## config.mk

```make
export PLATFORM = sky130hd
export DESIGN_NAME = vend_change_controller
export DESIGN_NICKNAME = d
export VERILOG_FILES = /design/src/rtl/vend_change_controller.sv
export SDC_FILE = /design/constraint.sdc
export NUM_CORES = 1
export LEC_CHECK = 0
export ABC_AREA = 1
export CAP_MARGIN = 10
export CORE_MARGIN = 2
export CORE_UTILIZATION = 40
export CTS_CLUSTER_DIAMETER = 120
export DETAILED_ROUTE_END_ITERATION = 8
export PLACE_DENSITY = 0.64
export SETUP_SLACK_MARGIN = 0.5
export SLEW_MARGIN = 20
export SYNTH_ARGS = -nofsm -noshare
export SYNTH_HDL_FRONTEND = slang
export SYNTH_SLANG_ARGS = --single-unit
```

## constraint.sdc

```tcl
create_clock -name Clk -period 3.3 [get_ports Clk]
set_input_delay 0.66 -clock Clk [delete_from_list [all_inputs] [get_ports Clk]]
set_output_delay 0.66 -clock Clk [all_outputs]
set_load 0.01 [all_outputs]
```

## src/rtl/vend_change_controller.sv

```systemverilog
`default_nettype none
// +-----------------------------------------------------------------------------
// | vend_change_controller : coin credit accumulator, auto-vend and change return
// | rev 1.0
// +-----------------------------------------------------------------------------
module vend_change_controller #(
  parameter int PRICE      = 25,
  parameter int MAX_CREDIT = 60,
  parameter int CREDIT_W   = 6
) (
  input  logic                Clk,
  input  logic                Rst,
  input  logic                N,
  input  logic                D,
  input  logic                Q,
  input  logic                Cancel,
  input  logic                RetAck,
  output logic                Candy,
  output logic [CREDIT_W-1:0] Number,
  output logic                RetValid,
  output logic [1:0]          RetCoin,
  output logic                CoinReject,
  output logic                Busy
);

  localparam int                  SUM_W     = CREDIT_W + 1;
  localparam logic [SUM_W-1:0]    PRICE_X   = SUM_W'(PRICE);
  localparam logic [SUM_W-1:0]    MAX_X     = SUM_W'(MAX_CREDIT);
  localparam logic [SUM_W-1:0]    NICKEL_X  = SUM_W'(5);
  localparam logic [SUM_W-1:0]    DIME_X    = SUM_W'(10);
  localparam logic [SUM_W-1:0]    QUARTER_X = SUM_W'(25);
  localparam logic [CREDIT_W-1:0] PRICE_N   = CREDIT_W'(PRICE);
  localparam logic [CREDIT_W-1:0] NICKEL_N  = CREDIT_W'(5);
  localparam logic [CREDIT_W-1:0] DIME_N    = CREDIT_W'(10);
  localparam logic [CREDIT_W-1:0] QUARTER_N = CREDIT_W'(25);

  localparam logic [1:0] IDLE   = 2'd0;
  localparam logic [1:0] VEND   = 2'd1;
  localparam logic [1:0] CHANGE = 2'd2;

  localparam logic [1:0] COIN_NONE    = 2'b00;
  localparam logic [1:0] COIN_NICKEL  = 2'b01;
  localparam logic [1:0] COIN_DIME    = 2'b10;
  localparam logic [1:0] COIN_QUARTER = 2'b11;

  logic [1:0]          state;
  logic [1:0]          state_next;
  logic [CREDIT_W-1:0] number_next;

  logic                n_q;
  logic                d_q;
  logic                q_q;
  logic                armed;
  logic                n_edge;
  logic                d_edge;
  logic                q_edge;
  logic                any_edge;

  logic [SUM_W-1:0]    credit_x;
  logic [SUM_W-1:0]    coin_sum;
  logic [SUM_W-1:0]    total;
  logic                vend_now;
  logic                accept;
  logic [1:0]          ret_code;
  logic [CREDIT_W-1:0] ret_value;
  logic [CREDIT_W-1:0] remain;

  // 'armed' masks the first cycle after reset so a line already high at
  // reset release is treated as history, not as a fresh coin.
  always_ff @(posedge Clk or posedge Rst) begin
    if (Rst) begin
      n_q   <= 1'b0;
      d_q   <= 1'b0;
      q_q   <= 1'b0;
      armed <= 1'b0;
    end else begin
      n_q   <= N;
      d_q   <= D;
      q_q   <= Q;
      armed <= 1'b1;
    end
  end

  assign n_edge   = armed & N & ~n_q;
  assign d_edge   = armed & D & ~d_q;
  assign q_edge   = armed & Q & ~q_q;
  assign any_edge = n_edge | d_edge | q_edge;

  always_comb begin
    coin_sum = '0;
    if (n_edge) coin_sum = coin_sum + NICKEL_X;
    if (d_edge) coin_sum = coin_sum + DIME_X;
    if (q_edge) coin_sum = coin_sum + QUARTER_X;
  end

  assign credit_x = {1'b0, Number};
  assign total    = credit_x + coin_sum;
  assign vend_now = (credit_x >= PRICE_X);
  assign accept   = (state == IDLE) && !vend_now && any_edge && (total <= MAX_X);

  // Greedy change selection; credit is always a multiple of 5 here.
  always_comb begin
    ret_code  = COIN_NICKEL;
    ret_value = NICKEL_N;
    if (credit_x >= QUARTER_X) begin
      ret_code  = COIN_QUARTER;
      ret_value = QUARTER_N;
    end else if (credit_x >= DIME_X) begin
      ret_code  = COIN_DIME;
      ret_value = DIME_N;
    end
  end

  assign remain = Number - ret_value;

  always_ff @(posedge Clk or posedge Rst) begin
    if (Rst) begin
      state  <= IDLE;
      Number <= '0;
    end else begin
      state  <= state_next;
      Number <= number_next;
    end
  end

  always_comb begin
    state_next  = state;
    number_next = Number;
    case (state)
      IDLE: begin
        if (vend_now) begin
          state_next  = VEND;
          number_next = Number - PRICE_N;
        end else begin
          if (accept) number_next = total[CREDIT_W-1:0];
          // A cancel that coincides with coins refunds the new total, unless
          // those coins pushed credit to the price, in which case vend wins.
          if (Cancel && (accept ? (total < PRICE_X) : (Number != '0)))
            state_next = CHANGE;
        end
      end
      VEND: begin
        state_next = (Number != '0) ? CHANGE : IDLE;
      end
      CHANGE: begin
        if (RetAck) begin
          number_next = remain;
          if (remain == '0) state_next = IDLE;
        end
      end
      default: begin
        state_next = IDLE;
      end
    endcase
  end

  always_comb begin
    Candy      = (state == VEND);
    Busy       = (state == VEND) || (state == CHANGE);
    RetValid   = (state == CHANGE);
    RetCoin    = (state == CHANGE) ? ret_code : COIN_NONE;
    CoinReject = any_edge && !accept;
  end

endmodule
`default_nettype wire

```

==> impl_metrics.ini <==
[outcome]
status = finished, final reports clean

[sta]
max_slew_margin = 0.625
hold-worst-slack_ns = 0.512
hold_viol = 0
setup_viol = 0
fin_crit_ns = 3.18
worst_pin_slew_ns = 0.562
worst_slack_ns = 0.119
grt_setup_unrepaired = true
clock.fmax_ghz = 0.314
clock_skew_ns = 0.00221
post-route-period-util = 0.964
slew_viol_final = 0

[logic_synthesis]
avgSynthCellArea_um2 = 6.76
yosysWarnings = 0
syn_area_um2 = 1650
synth_nets = 272
syn_inst = 244
synth_compound_area_frac = 0.125
synth_seq_cells = 12
synth_cell_type_count = 35
yosys.area_share.simple = 0.376
synth_enable_flop_cells = 0
synth_top_family_by_area = simple AND/OR/NAND/NOR gates
synth-xor-area-share = 0.0266
synth_fa_ha_area_frac = 0.168
yosysSeqAreaShare = 0.182
synth-async-reset-ratio = 1.00
synth.mux.area_fraction = 0.0121
synthFlopType = dfrtp_1

[die]
die_w_um = 68.2
start_util = 0.415
core_area_um2 = 3970
die_area_um2 = 4650
fp-row-count = 23
ios = 19
die_h_um = 68.2

[global_route]
grt.total_usage = 0.187
grt_util_met1 = 0.246
grt_antenna_before_repair = 0
grt_pass1_wl_mm = 6.59
grt_overflow = 0
grt_pass1_vias = 1486
grt_util_met3 = 0.0214
busiest_layer = met2
grt.met2_usage = 0.328
grt_max_degree = 17

[setup_path]
arrival_ns = 2.52
start_kind = primary input
crit_required_ns = 2.64
end_kind = output port
path_class = primary input to output port
crit_fanout = 2
r2r_cells = 23

[drt]
drt_wl_total_mm = 4.30
routedWlPerCell_um = 12.5
detail_route.iter0.violations = 66
vias = 1689
antenna_left = 0
viasPerCell = 4.92
first_pass_iters = 4
drcViolationCount = 0

[job]
cap_violations = 0

[power]
powerDensity_nw_per_um2 = 1130
ir_drop_mv = 0.407
p_leak_nw = 1.23

[final_layout]
drive_gt1_frac = 0.392
num_antenna_cells = 0
finish.net_count = 322
fin_util = 0.626
syn2layout_area_growth_pct = 50.8
final_common_cell = nand2_1
final_cell_mix = 48 x nand2_1, 29 x inv_1, 24 x buf_4, 21 x nand3_1

[hold_path]
worstHoldPathCells = 2
min_path_type = flop to flop

[clocking]
hold_buffers = 0
numCtsBuffers = 3
clk_latency_ns = 0.25
clock_sinks = 12
htreeDepth = 1
cts_tree = yes
cts_root_buf = clkbuf_8
clk_path_buf_depth = 2
cts.reportedPaths.clkPinSlew_ns = 0.06

[placement]
numPortBuffers = 18
dpl.hpwl_mm = 3.12
place.gp.congestion = 0.853
place_ws_ns = -0.939
==> critical path, stage by stage <==
cell and delay [ns]:
buf_8 0.09, inv_8 0.03, nor2_4 0.08, nand2_2 0.07, ha_4 0.27, nand3_2 0.05
nand2_2 0.07, inv_2 0.05, fa_2 0.54, nor2_2 0.05, inv_1 0.06, nand3_2 0.08
nor2_2 0.13, nand2_2 0.07, a21boi_2 0.11, buf_2 0.13
==> worst paths after layout <==
kind,end,slack [ns],startpoint
worst max-delay path,CoinReject,0.12,D
worst min-delay path,state[0],0.51,state[0]
worst max register to register,Number[5],0.34,armed
worst min register to register,state[0],0.51,state[0]
max in group asynchronous,Number[1],2.19,Rst
min in group asynchronous,Number[4],0.74,Rst
==> cell usage after synthesis (2+ instances only) <==
library cell   n  area (um2)
nand3_2        3        30.0
nor2_4         2        22.5
nand3_1       26         130
mux2i_1        2        20.0
inv_1         36         135
dfrtp_1       12         300
o21ai_2        5        43.8
nor2_1        18        67.6
a21oi_1       10        50.1
nand2_1       57         214
ha_1          19         238
nand2_4        2        22.5
o21ai_0       13        65.1
fa_1           2        40.0
xor2_1         4        35.0
nand2_2        9        56.3
inv_2          6        22.5
==> metal layers <==
metal / share of wire / vias up
li1: - / 877
met1: 0.45 / 768
met2: 0.51 / 32
met3: 0.025 / 12
met4: 0.013 / 0
met5: 0 / -
==> cells by family (layout without fill, tap and decap cells) <==
family,count (synthesis),after routing
compound gates,33,33
mux,2,2
flops,12,12
other cells,1,1
buf+inv,45,94
xor+xnor,5,5
simple gates,125,125
fa+ha+maj,21,21
==> flip-flops by register name (all words and copies together), names as in the netlist <==
name	count
state	2
n_q	1
q_q	1
Number	6
d_q	1
armed	1
==> repair_timing <==
item                       CTS  global route
gates cloned                 0             1
setup buffers                1            12
resized for setup           33            32
pin swaps                   11            10
setup endpoints to repair   10            10
==> stage by stage <==
stage                     setup TNS, ns  instance area [um2]  total power, mW  cells
after floorplan                       0                 1730             1.73    244
after global placement            -2.53                 2080             2.23    325
after detailed placement          -3.15                 2080             2.24    325
after CTS                             0                 2230             2.48    330
after global routing            -0.0116                 2490             3.10    343
final                                 0                 2490             2.82    343
==> power by group <==
part	internal, mW	total (mW)	switching, mW
sequential	0.206	0.315	0.109
combinational	1.07	2.33	1.26
clock	0.106	0.171	0.0652
total	1.38	2.82	1.44
==> layout make-up <==
type	count	area [um2]
fill	362	1480
multi-input combinational	187	1450
timing repair buffer	48	449
sequential	12	303
inverter	42	170
tap	50	62.6
clock buffer	4	55.1
(Power assumes the default switching activity.)
